<file path="config.mk">
export PLATFORM = sky130hd
export DESIGN_NAME = config_chain_loader
export DESIGN_NICKNAME = d
export VERILOG_FILES = /design/src/rtl/config_loader_pkg.sv /design/src/rtl/config_phase_seq.sv /design/src/rtl/config_chain_loader.sv
export SDC_FILE = /design/constraint.sdc
export NUM_CORES = 1
export LEC_CHECK = 0
export BUFFER_PORTS_ARGS = -buffer_cell sky130_fd_sc_hd__buf_2
export CORE_UTILIZATION = 43
export CTS_CLUSTER_SIZE = 16
export DETAILED_ROUTE_END_ITERATION = 16
export PLACE_DENSITY = 0.65
export SLEW_MARGIN = 30
export SYNTH_ARGS = -nofsm -noshare
export SYNTH_HDL_FRONTEND = slang
export SYNTH_SLANG_ARGS = --single-unit
</file>
<file path="constraint.sdc">
create_clock -name CLK -period 3.7 [get_ports CLK]
set_clock_uncertainty 0.15 [all_clocks]
set_input_delay 0.74 -clock CLK [delete_from_list [all_inputs] [get_ports CLK]]
set_output_delay 0.74 -clock CLK [all_outputs]
set_load 0.01 [all_outputs]
</file>
<file path="src/rtl/config_loader_pkg.sv">
// Shared types, constants and helpers for the configuration chain loader.
package config_loader_pkg;

  // Stream word width; fixed by the fabric configuration protocol.
  localparam int unsigned WORD_W = 32;

  // Loader state encoding (3 bits).
  typedef logic [2:0] state_t;

  localparam state_t ST_IDLE  = 3'd0;
  localparam state_t ST_FETCH = 3'd1;
  localparam state_t ST_SETUP = 3'd2;
  localparam state_t ST_PHI1  = 3'd3;
  localparam state_t ST_GAP   = 3'd4;
  localparam state_t ST_PHI2  = 3'd5;
  localparam state_t ST_HOLD  = 3'd6;
  localparam state_t ST_DONE  = 3'd7;

  // Latch-enable encoding {phi1, phi2}.
  localparam logic [1:0] PHASE_NONE = 2'b00;
  localparam logic [1:0] PHASE_PHI1 = 2'b10;
  localparam logic [1:0] PHASE_PHI2 = 2'b01;

  // Phase outputs owned by each per-bit state.
  function automatic logic [1:0] phase_of(input state_t st);
    logic [1:0] ph;
    case (st)
      ST_PHI1: ph = PHASE_PHI1;
      ST_PHI2: ph = PHASE_PHI2;
      default: ph = PHASE_NONE;
    endcase
    return ph;
  endfunction

  // Bits to take from the next word: min(WORD_W, bits_left).
  function automatic logic [5:0] word_take(input logic [12:0] bits_left);
    logic [5:0] n;
    if (bits_left >= 13'(WORD_W)) begin
      n = 6'(WORD_W);
    end else begin
      n = bits_left[5:0];
    end
    return n;
  endfunction

endpackage

</file>
<file path="src/rtl/config_phase_seq.sv">
// Per-bit latch-enable sequencer: SETUP -> PHI1 -> GAP -> PHI2 -> HOLD.
// Phase enables are registered from the next state so they come straight off flops.
module config_phase_seq
  import config_loader_pkg::*;
(
  input  logic i_clk,
  input  logic i_rst_n,
  input  logic i_bit_start,
  output logic o_bit_done,
  output logic o_phi1,
  output logic o_phi2
);

  state_t     r_state;
  state_t     w_state_d;
  logic [1:0] r_phase;
  logic [1:0] w_phase_d;

  // Next bit state; ST_IDLE means no bit in flight.
  always_comb begin
    w_state_d = r_state;
    case (r_state)
      ST_IDLE:  w_state_d = i_bit_start ? ST_SETUP : ST_IDLE;
      ST_SETUP: w_state_d = ST_PHI1;
      ST_PHI1:  w_state_d = ST_GAP;
      ST_GAP:   w_state_d = ST_PHI2;
      ST_PHI2:  w_state_d = ST_HOLD;
      ST_HOLD:  w_state_d = i_bit_start ? ST_SETUP : ST_IDLE;
      default:  w_state_d = ST_IDLE;
    endcase
    w_phase_d = phase_of(w_state_d);
  end

  // State and phase flops; reset drops both enables immediately.
  always_ff @(posedge i_clk or negedge i_rst_n) begin
    if (!i_rst_n) begin
      r_state <= ST_IDLE;
      r_phase <= PHASE_NONE;
    end else begin
      r_state <= w_state_d;
      r_phase <= w_phase_d;
    end
  end

  assign o_bit_done = (r_state == ST_HOLD);
  assign o_phi1     = r_phase[1];
  assign o_phi2     = r_phase[0];

endmodule

</file>
<file path="src/rtl/config_chain_loader.sv">
// Streams configuration words MSB-first into a latch-based config chain,
// generating non-overlapping two-phase latch enables per bit.
module config_chain_loader
  import config_loader_pkg::*;
#(
  parameter int unsigned CHAIN_LEN = 64
) (
  input  logic              CLK,
  input  logic              resetn,
  input  logic              start,
  input  logic [WORD_W-1:0] s_data,
  input  logic              s_valid,
  output logic              s_ready,
  output logic              conf_data,
  output logic              conf_phi1,
  output logic              conf_phi2,
  output logic              busy,
  output logic              done,
  output logic [12:0]       bits_left
);

  localparam logic [12:0] CHAIN_LEN_W = 13'(CHAIN_LEN);

  // Top-level state uses ST_IDLE, ST_FETCH, ST_DONE and ST_SETUP; the latter
  // stands for "bit in flight", whose SETUP..HOLD detail lives in the sequencer.
  state_t            r_state;
  state_t            w_state_d;
  // Bits below the one currently on conf_data; the current bit lives in r_conf_data.
  logic [WORD_W-2:0] r_shreg;
  logic [WORD_W-2:0] w_shreg_d;
  logic [5:0]        r_word_cnt;
  logic [5:0]        w_word_cnt_d;
  logic [12:0]       r_bits_left;
  logic [12:0]       w_bits_left_d;
  logic              r_conf_data;
  logic              w_conf_data_d;
  logic              r_ready;
  logic              r_busy;
  logic              r_done;

  logic              w_accept;
  logic              w_bit_start;
  logic              w_bit_done;
  logic              w_last_bit;
  logic              w_last_in_word;

  assign w_accept       = (r_state == ST_FETCH) && s_valid;
  assign w_last_bit     = (r_bits_left == 13'd1);
  assign w_last_in_word = (r_word_cnt == 6'd1);
  // Launch a bit on word capture, or back-to-back from HOLD while the word lasts.
  assign w_bit_start    = w_accept || (w_bit_done && !w_last_bit && !w_last_in_word);

  // Top-level next state, shift register and counters.
  always_comb begin
    w_state_d     = r_state;
    w_shreg_d     = r_shreg;
    w_word_cnt_d  = r_word_cnt;
    w_bits_left_d = r_bits_left;
    w_conf_data_d = r_conf_data;
    case (r_state)
      ST_IDLE: begin
        if (start) begin
          w_state_d     = ST_FETCH;
          w_bits_left_d = CHAIN_LEN_W;
        end
      end
      ST_FETCH: begin
        if (s_valid) begin
          w_state_d     = ST_SETUP;
          w_shreg_d     = s_data[WORD_W-2:0];
          w_conf_data_d = s_data[WORD_W-1];
          w_word_cnt_d  = word_take(r_bits_left);
        end
      end
      ST_SETUP: begin
        // Bit retires in HOLD; bits_left >= 1 here so it never underflows.
        if (w_bit_done) begin
          w_shreg_d     = {r_shreg[WORD_W-3:0], 1'b0};
          w_bits_left_d = r_bits_left - 13'd1;
          w_word_cnt_d  = r_word_cnt - 6'd1;
          if (w_last_bit) begin
            w_state_d = ST_DONE;
          end else if (w_last_in_word) begin
            w_state_d = ST_FETCH;
          end else begin
            w_conf_data_d = r_shreg[WORD_W-2];
          end
        end
      end
      ST_DONE: w_state_d = ST_IDLE;
      default: w_state_d = ST_IDLE;
    endcase
  end

  // State, datapath and registered status outputs.
  always_ff @(posedge CLK or negedge resetn) begin
    if (!resetn) begin
      r_state     <= ST_IDLE;
      r_shreg     <= '0;
      r_word_cnt  <= '0;
      r_bits_left <= '0;
      r_conf_data <= 1'b0;
      r_ready     <= 1'b0;
      r_busy      <= 1'b0;
      r_done      <= 1'b0;
    end else begin
      r_state     <= w_state_d;
      r_shreg     <= w_shreg_d;
      r_word_cnt  <= w_word_cnt_d;
      r_bits_left <= w_bits_left_d;
      r_conf_data <= w_conf_data_d;
      r_ready     <= (w_state_d == ST_FETCH);
      r_busy      <= (w_state_d == ST_FETCH) || (w_state_d == ST_SETUP);
      r_done      <= (w_state_d == ST_DONE);
    end
  end

  config_phase_seq u_phase_seq (
    .i_clk       (CLK),
    .i_rst_n     (resetn),
    .i_bit_start (w_bit_start),
    .o_bit_done  (w_bit_done),
    .o_phi1      (conf_phi1),
    .o_phi2      (conf_phi2)
  );

  assign s_ready   = r_ready;
  assign conf_data = r_conf_data;
  assign busy      = r_busy;
  assign done      = r_done;
  assign bits_left = r_bits_left;

endmodule

</file>
==> metrics.yaml, run 1 <==
floorplanning:
  start_util_pct: 44.48
  ios: 55
  die_width_um: 85.60
  core_um2: 6756
  die_area_um2: 7327
  num_rows: 30
  dieHeight_um: 85.60
cts:
  cts-root-buf: "clkbuf_8"
  htree_levels: 3
  worstSkewPairLatency_ns: 0.34
  cts_tree: "yes"
  clk_pin_slew_ns: 0.08
  clockBufferDepth: 2
  cts-resized-gates: 0
  postCtsHoldBufs: 0
  cts_buffers: 9
  cts_setup_buffers: 0
  cts_sinks: 62
cells_and_area:
  antenna_cells: 0
  drive_above_1_share_pct: 22.40
  final_core_util_pct: 52.52
  fin_nets: 420
  area_growth_pct: 18.07
logic_synthesis:
  syn_area_per_cell_um2: 9.163
  synth.cell_area_um2: 3005
  syn_inst: 328
  synth.area.top_cells: "dfrtp_1, nand2_1, nor2_1"
  synth_top_area_cell: "dfrtp_1"
  synthTopCellsByCount: "nand2_1, dfrtp_1, nor2_1, a31oi_1, clkbuf_1"
  yosysSeqAreaShare_pct: 51.62
  synthesis.nets: 369
  yosysMostFrequentCell: "nand2_1"
  synthArstFlopShare_pct: 100.0
  ys_types: 50
  yosys_warnings: 0
  synth_top_area_share_pct: 51.62
  synth_edf_count: 0
  ys.flop_type: "dfrtp_1"
  ys_seq_elements: 62
placed_design:
  dp_hpwl_mm: 4.319
  place.gp.congestion: 0.7798
  io_buffers: 54
worst_setup_path:
  r2r_start: "r_state[0]$_DFF_PN0_"
  worstPathMaxFanout: 39
  reg2reg_slack_ns: 1.27
  endpoint_kind: "flop"
  worstPathArrival_ns: 2.54
  cp.required_ns: 3.81
  reg2reg_depth: 5
  reg2reg_to: "bits_left[7]$_DFFE_PN0P_"
  critPathKind: "flop to flop"
  start_kind: "flop"
global_route:
  antenna_found_initial: 0
  grt_overflow: 0
  grt_pass1_wl_mm: 11.20
  gr-usage-all-layers_pct: 19.40
  grt_max_degree: 63
  grt_pass1_vias: 2354
drt:
  antenna_left: 0
  drt_iter0_markers: 198
  drc: 2
  route.vias.total: 2479
  viasPerCell: 5.343
  first_pass_iters: 10
  wl_per_cell_um: 14.20
  drt-total-wl_mm: 6.589
outcome:
  status: "complete, but fails checks"
  violations: "DRC"
timing:
  slew_headroom_pct: 57.77
  rsz0062_at_grt: "false"
  max_freq_mhz: 411.4
  worstMarginPinSlew_ns: 0.6288
  setup_viol: 0
  finalCritPeriodShare_pct: 65.69
  post-route-min-period_ns: 2.431
  report.final.slew_viol_count: 0
  final_hold_viol_count: 0
  fin_tns_setup_ns: 0
job:
  maxCapViolations: 0
pwr:
  vdd_ir_drop_max_v: 0.0002448
  p_leak_nw: 1.614
  p_per_area_nw_per_um2: 805.4
hold_path:
  hp-class: "input port to async pin"
## cell usage in the layout, fill, tap and decap left out, drive strengths merged, types with 2 or more instances in the layout
cell and n:
mux2i 3, o21ai 15, nand3 8, a21oi 12, dfrtp 62, nor3 5
clkbuf 9, a22oi 2, nor3b 2, nor4 3, a311oi 2, or3 2
nand2b 2, or4 3, nor2 52, a31oi 30, xor2 5, ha 5
o31ai 2, buf 57, nand2 66, nand3b 2, or3b 2, inv 7
nand4 4, xnor2 2, clkinv 4
## stage by stage
stage               setup slack, ns  hold WS [ns]  total power, W  cell area, µm²  cells
floorplan                     1.493        0.2886        0.001956            3005    328
global placement              1.322        0.3071        0.002233            3342    448
detailed placement            1.274        0.3152        0.002279            3351    448
CTS                           1.264        0.2311        0.002886            3548    464
global route                  1.105        0.2502        0.003107            3548    464
finish                        1.269        0.2194        0.002858            3548    464
## per-layer routing
layer  vias up  part of all wire, %  GRT usage, %
met5         -                    0             0
met4         0                  1.5         8.333
met3        10                  2.8         3.272
met2        45                   46         29.24
met1      1187                   50         27.72
li1       1237                    -             -
## layout make-up
class                   count  area, µm²
inverters                   6      22.52
flip-flops and latches     62       1551
clock inverters             7      73.82
clock buffers               9      123.9
well taps                  80      100.1
fillers                   630       3208
repair buffers             57      292.8
multi-input cells         243       1384
## cells by family after synthesis
group                      share of synthesized area, %
and+or+nand+nor                                   24.98
AOI/OAI and AO/OA                                 14.99
DFF                                               51.62
buffers and inverters                             3.289
xor gates and xnor gates                          2.040
adders and majority gates                         2.082
muxes                                            0.9992
## sequential cells by signal (all words and copies together), names as in the netlist
name / count
busy: 1
bits_left: 13
r_state: 3
r_shreg: 31
done: 1
conf_data: 1
r_word_cnt: 6
u_phase_seq.r_phase: 2
s_ready: 1
u_phase_seq.r_state: 3
## worst max-delay path: stages (launching register included)
cell and delay, ns:
dfrtp_1 0.52, or3b_4 0.63, o21ai_4 0.30, nand3_2 0.15, or4_1 0.43, a21oi_1 0.16
## power by group
part	internal, W	total (W)	switching, W
Clock	0.000313	0.000591	0.000278
Sequential	0.000956	0.00119	0.000236
Combinational	0.000437	0.00107	0.000637
Total	0.00171	0.00286	0.00115
## how the worst max path moves through the flow
stage	from	end	slack, ns
finish	r_state[0]$_DFF_PN0_	bits_left[7]$_DFFE_PN0P_	1.27
global route	r_state[2]$_DFF_PN0_	bits_left[7]$_DFFE_PN0P_	1.10
CTS	r_state[2]$_DFF_PN0_	bits_left[7]$_DFFE_PN0P_	1.26
detailed placement	start	bits_left[10]$_DFFE_PN0P_	1.27
global placement	start	bits_left[7]$_DFFE_PN0P_	1.32
floorplan	start	bits_left[7]$_DFFE_PN0P_	1.49
No activity file was read; power rests on OpenSTA's default activity.
==> inputs of run 2 (changes only) <==
==> constraint.sdc (replaced) <==
create_clock -name CLK -period 2.5 [get_ports CLK]
set_clock_uncertainty 0.15 [all_clocks]
set_input_delay 0.5 -clock CLK [delete_from_list [all_inputs] [get_ports CLK]]
set_output_delay 0.5 -clock CLK [all_outputs]
set_load 0.01 [all_outputs]
==> run 2 against run 1 <==
  * Sequential cell count stayed put
  * Critical path type unchanged
  * Hold slack better by 0.027 ns
  * Sequential share of layout area is 0.37 points lower
  * Critical path depth stayed put
  * The run still ends with DRC left
  * Register-to-register slack worse by 1.0 ns
  * Utilization is 0.44 points higher
  * Die area stayed put
  * Final area is 0.85% higher
  * Via count is 1.6% higher
  * Maximum frequency is 9.1% higher
  * Worst setup slack worse by 1.0 ns
  * Combinational power is 50% higher
==> metrics.yaml, run 2 (synthesis gave the netlist of run 1 again) <==
outcome:
  status: "complete, but fails checks"
  violations: "DRC"
timing:
  rsz0062_at_grt: "false"
  worstMarginPinSlew_ns: 0.5431  # -0.08565 ns
  post-route-min-period_ns: 2.228  # -0.2021 ns
  finalCritPeriodShare_pct: 89.14  # +23 points
  max_freq_mhz: 448.8  # +9.1%
  slew_headroom_pct: 63.79  # +6.0 points
  fin_tns_setup_ns: 0  # unchanged
  setup_viol: 0  # unchanged
  report.final.slew_viol_count: 0  # unchanged
  hold_slack_ns: 0.2461  # +0.02666 ns
  final_hold_viol_count: 0  # unchanged
cells_and_area:
  multiInputGateArea_um2: 1369  # -1.1%
  area_growth_pct: 19.07
  final_common_cell: "nand2_1"
  top_register: "r_shreg"
  drive_above_1_share_pct: 22.68  # +0.28 points
  seq_area_um2: 1551  # unchanged
  mostFrequentLayoutCells: "nand2_1, dfrtp_1, buf_2, nor2_1, a31oi_1"
  fillers: 639  # +1.4%
  fin_nets: 424  # +0.95%
  antenna_cells: 0  # unchanged
  largest_register_ffs: 31  # unchanged
cts:
  cts_tree: "yes"
  cts_sinks: 62  # unchanged
  cts_buffers: 9  # unchanged
  clk_pin_slew_ns: 0.08  # about the same
  cts_setup_buffers: 0  # unchanged
  clockBufferDepth: 2  # unchanged
  postCtsHoldBufs: 1  # +1
  cts-resized-gates: 0  # unchanged
  cts-root-buf: "clkbuf_8"
  worstSkewPairLatency_ns: 0.35  # about the same
  htree_levels: 3  # unchanged
drt:
  wl_per_cell_um: 14.03  # -1.2%
  drt-total-wl_mm: 6.564  # -0.38%
  viasPerCell: 5.382  # +0.75%
  route.vias.total: 2519  # +1.6%
  drc: 2  # unchanged
  antenna_left: 0  # unchanged
  drt_iter0_markers: 136  # -31%
  first_pass_iters: 10  # unchanged
pwr:
  p_int_w: 0.002548  # +49%
  swShare_pct: 40.10  # -0.18 points
  seq_power_share_pct: 41.5  # -0.2 points
  p_switching_w: 0.001706  # +48%
  vdd_ir_drop_max_v: 0.0003599  # +47%
  comb_power_share_pct: 37.6  # about the same
  p_clk_share_pct: 20.9  # +0.2 points
  p_per_area_nw_per_um2: 1189  # +48%
  p_leak_nw: 1.633  # +1.2%
global_route:
  antenna_found_initial: 0  # unchanged
  gr-usage-all-layers_pct: 19.42  # about the same
  grt_max_degree: 63  # unchanged
  grt_pass1_vias: 2330  # -1.0%
  grt_pass1_wl_mm: 11.12  # -0.74%
  grt_overflow: 0  # unchanged
floorplanning:
  ios: 55  # unchanged
  dieHeight_um: 85.60  # unchanged
  start_util_pct: 44.48  # unchanged
  core_um2: 6756  # unchanged
  num_rows: 30  # unchanged
  die_area_um2: 7327  # unchanged
  die_width_um: 85.60  # unchanged
worst_setup_path:
  slowest_delay_ns: 0.59  # -0.04 ns
  endpoint_kind: "flop"
  cpLargestDelayFamily: "simple AND/OR/NAND/NOR gates"
  start_kind: "flop"
  cpMaxStageDelayCell: "or4b_4"
  critPathKind: "flop to flop"
  cp.depth: 5  # unchanged
  cp.required_ns: 2.61  # -1.20 ns
  worstPathMaxFanout: 7  # -82%
  reg2reg_depth: 5  # unchanged
  crit_chain: "or4b_4 > o21ai_4 > nand3_2 > or4_1 > a21oi_1"
  worstPathArrival_ns: 2.34  # -0.20 ns
  cp_num_buf_inv: 0  # unchanged
hold_path:
  worstHoldPathCells: 3
  hp-class: "input port to flop"
placed_design:
  dp_hpwl_mm: 4.418  # +2.3%
  place.gp.congestion: 0.8425  # +8.0%
  io_buffers: 54  # unchanged
job:
  maxCapViolations: 0  # unchanged
-- run 2: changes by cell type in the layout (fill, tap and decap cells not counted), sizes merged --
cell / previous run / this run
dlygate4sd3: 0 / 1
buf: 57 / 60
-- run 2: area by class of cell --
cell class / instances / share of cell area (%)
Clock inverter: 7 / 2.063
Timing Repair Buffer: 61 / 9.441
Tap cell: 80 / 2.797
Multi-Input combinational cell: 243 / 38.25
Inverter: 6 / 0.6294
Clock buffer: 9 / 3.462
Sequential cell: 62 / 43.36
-- run 2: path summary, 6_finish.rpt --
kind | slack (ns) | from | end
min reg2reg | 0.33 | r_shreg[0]$_DFFE_PN0P_ | r_shreg[0]$_DFFE_PN0P_
max reg2reg | 0.27 | r_state[2]$_DFF_PN0_ | bits_left[7]$_DFFE_PN0P_
min | 0.25 | s_data[0] | r_shreg[0]$_DFFE_PN0P_
max | 0.27 | r_state[2]$_DFF_PN0_ | bits_left[7]$_DFFE_PN0P_
min in group asynchronous | 0.51 | resetn | r_shreg[8]$_DFFE_PN0P_
max in group asynchronous | 0.95 | resetn | bits_left[0]$_DFFE_PN0P_
-- run 2: worst register-to-register path, delay by kind of cell, from the launching register on --
| kind | cells | cell delay, ns |
|---|---|---|
| AND/OR/NAND/NOR | 3 | 1.19 |
| flip-flops | 1 | 0.49 |
| AO/OA/AOI/OAI | 2 | 0.31 |
-- run 2: power groups by stage --
stage | Clock [W] | Sequential (W) | Combinational, W
after floorplan | 0 | 0.00174 | 0.00116
after global placement | 0 | 0.00176 | 0.00158
after detailed placement | 0 | 0.00178 | 0.00161
after CTS | 0.000907 | 0.00176 | 0.00162
after global routing | 0.000942 | 0.00182 | 0.00183
final | 0.000887 | 0.00177 | 0.00160
-- run 2: routing by layer --
layer  GRT usage [%]  vias up  part of all wire [%]
met5               0        -                     0
met4           8.333        0                   1.7
met3           5.390       11                   4.6
met2           28.51       61                    45
met1           27.00     1193                    49
li1                -     1254                     -
-- run 2: through the flow --
stage          area (µm²)  worst slack (ns)  util (%)  std cells  power, W
3_3_place_gp         3371            0.3563     49.89        451  0.003343
2_1_floorplan        3005            0.4373         -        328  0.002896
6_report             3578            0.2716     52.96        468  0.004254
3_5_place_dp         3371            0.2709     49.89        451  0.003386
4_1_cts              3578            0.2896     52.96        468  0.004287
5_1_grt              3578            0.1558     52.96        468  0.004600
==> inputs of run 3 (changes only) <==
--- a/config.mk
+++ b/config.mk
@@ -5,8 +5,9 @@
 export SDC_FILE = /design/constraint.sdc
 export NUM_CORES = 1
 export LEC_CHECK = 0
-export BUFFER_PORTS_ARGS = -buffer_cell sky130_fd_sc_hd__buf_2
+export BUFFER_PORTS_ARGS = -buffer_cell sky130_fd_sc_hd__clkbuf_2
 export CORE_UTILIZATION = 43
+export CTS_CLUSTER_DIAMETER = 120
 export CTS_CLUSTER_SIZE = 16
 export DETAILED_ROUTE_END_ITERATION = 16
 export PLACE_DENSITY = 0.65
==> run 3 against run 2 <==
  * The flow now finishes without violations
  * Utilization decreased by 0.33 points
  * Cell count unchanged
  * Die area did not move
  * Register-to-register slack better by 0.02 ns
  * First-iteration DRC count rose by 22%
==> metrics.yaml, run 3 (synthesis gave the netlist of run 1 again) <==
drt:
  wl_per_cell_um: 13.90  # -0.91%
  drt-total-wl_mm: 6.504  # -0.91%
  viasPerCell: 5.327  # -1.0%
  antenna_left: 0  # unchanged
  route.vias.total: 2493  # -1.0%
  first_pass_iters: 6  # -4
  drt_iter0_markers: 166  # +22%
  drc: 0  # -2
pwr:
  p_per_area_nw_per_um2: 1167  # -1.8%
  total_power_w: 0.004151  # -2.4%
  p_leak_nw: 1.615  # -1.1%
  vdd_ir_drop_max_v: 0.0003494  # -2.9%
cts:
  cts_tree: "yes"
  worstSkewPairLatency_ns: 0.34  # about the same
  cts_sinks: 62  # unchanged
  cts_setup_buffers: 0  # unchanged
  clockBufferDepth: 2  # unchanged
  cts-resized-gates: 0  # unchanged
  clk_pin_slew_ns: 0.07  # about the same
  cts-root-buf: "clkbuf_8"
  htree_levels: 3  # unchanged
  cts_buffers: 9  # unchanged
placed_design:
  io_buffers: 54  # unchanged
  dp_hpwl_mm: 4.474  # +1.3%
  place.gp.congestion: 0.8548  # +1.5%
cells_and_area:
  drive_above_1_share_pct: 22.68  # unchanged
  final_common_cell: "nand2_1"
  antenna_cells: 0  # unchanged
  area_growth_pct: 18.32
  top_register: "r_shreg"
  mostFrequentLayoutCells: "nand2_1, dfrtp_1, clkbuf_2, nor2_1, a31oi_1"
  fin_nets: 424  # unchanged
  largest_register_ffs: 31  # unchanged
worst_setup_path:
  cp.required_ns: 2.58  # -0.03 ns
  worstPathMaxFanout: 8  # +1
  endpoint_kind: "flop"
  worstPathArrival_ns: 2.29  # -0.05 ns
  critPathKind: "flop to flop"
  reg2reg_to: "r_word_cnt[5]$_DFFE_PN0P_"
  reg2reg_depth: 5  # unchanged
  r2r_start: "bits_left[5]$_DFFE_PN0P_"
  cp-endpoint: "r_word_cnt[5]$_DFFE_PN0P_"
  setup.worst_path.start: "bits_left[5]$_DFFE_PN0P_"
  start_kind: "flop"
  reg2reg_slack_ns: 0.29  # +0.02 ns
timing:
  report.final.slew_viol_count: 0  # unchanged
  final_hold_viol_count: 0  # unchanged
  finalCritPeriodShare_pct: 88.51  # -0.63 points
  rsz0062_at_grt: "false"
  post-route-min-period_ns: 2.213  # -0.01575 ns
  max_freq_mhz: 451.9  # +0.71%
  hold_slack_ns: 0.2332  # -0.01290 ns
  setup_viol: 0  # unchanged
  fin_tns_setup_ns: 0  # unchanged
  slew_headroom_pct: 63.74  # about the same
  worstMarginPinSlew_ns: 0.5439  # +0.0007845 ns
job:
  maxCapViolations: 0  # unchanged
floorplanning:
  num_rows: 30  # unchanged
  ios: 55  # unchanged
  dieHeight_um: 85.60  # unchanged
  start_util_pct: 44.48  # unchanged
  die_width_um: 85.60  # unchanged
  core_um2: 6756  # unchanged
  die_area_um2: 7327  # unchanged
global_route:
  grt_pass1_wl_mm: 10.81  # -2.7%
  grt_overflow: 0  # unchanged
  grt_pass1_vias: 2241  # -3.8%
  grt_max_degree: 63  # unchanged
  gr-usage-all-layers_pct: 19.04  # -0.38 points
  antenna_found_initial: 0  # unchanged
hold_path:
  hp-class: "input port to flop"
outcome:
  status: "completed"
run 3: layout make-up:
cell class | count | area [µm²]
Timing Repair Buffer | 61 | 337.8
Inverter | 6 | 22.52
Sequential cell | 62 | 1551
Tap cell | 80 | 100.1
Clock inverter | 6 | 37.54
Multi-Input combinational cell | 243 | 1369
Clock buffer | 10 | 137.6
Fill cell | 636 | 3201
run 3: worst min path at each step:
stage	start	to	slack, ns	cells after the start
finish	s_data[0]	r_shreg[0]$_DFFE_PN0P_	0.23	3
global route	s_data[7]	r_shreg[7]$_DFFE_PN0P_	0.23	3
detailed placement	r_shreg[0]$_DFFE_PN0P_	r_shreg[0]$_DFFE_PN0P_	0.32	2
floorplan	resetn	bits_left[0]$_DFFE_PN0P_	0.05	0
CTS	s_data[7]	r_shreg[7]$_DFFE_PN0P_	0.22	3
global placement	r_shreg[0]$_DFFE_PN0P_	r_shreg[0]$_DFFE_PN0P_	0.31	2
run 3: what timing repair did:
| item | 4_1_cts | 5_1_grt |
|---|---|---|
| hold buffers | 1 | 0 |
| setup endpoints to repair | 0 | 0 |
| endpoints found under the hold margin | 14 | 0 |
run 3: routing by layer:
metal  vias up  global-route usage, %  wire length (µm)
met3         8                  4.235               234
met2        51                  27.85              2855
met5         -                      0                 0
li1       1252                      -                 -
met4         0                  7.121                96
met1      1182                  27.71              3317
run 3: report_power, final:
| part | switching [W] | total [W] | internal [W] |
|---|---|---|---|
| Combinational | 0.000930 | 0.00160 | 0.000667 |
| Sequential | 0.000354 | 0.00177 | 0.00142 |
| Clock | 0.000404 | 0.000784 | 0.000380 |
run 3: worst max-delay path: stages (launching register included):
cell,delay (ns)
dfrtp_1,0.46
or4_4,0.59
nor4_4,0.23
nor3b_4,0.37
a41oi_1,0.08
o22a_1,0.22
run 3: metrics by stage:
stage	util, %	cells	instance area [µm²]	worst slack (ns)
floorplan	-	328	3005	0.4373
global placement	49.89	451	3371	0.3543
detailed placement	49.89	451	3371	0.2929
CTS	52.63	468	3556	0.2906
global route	52.63	468	3556	0.1674
finish	52.63	468	3556	0.2874
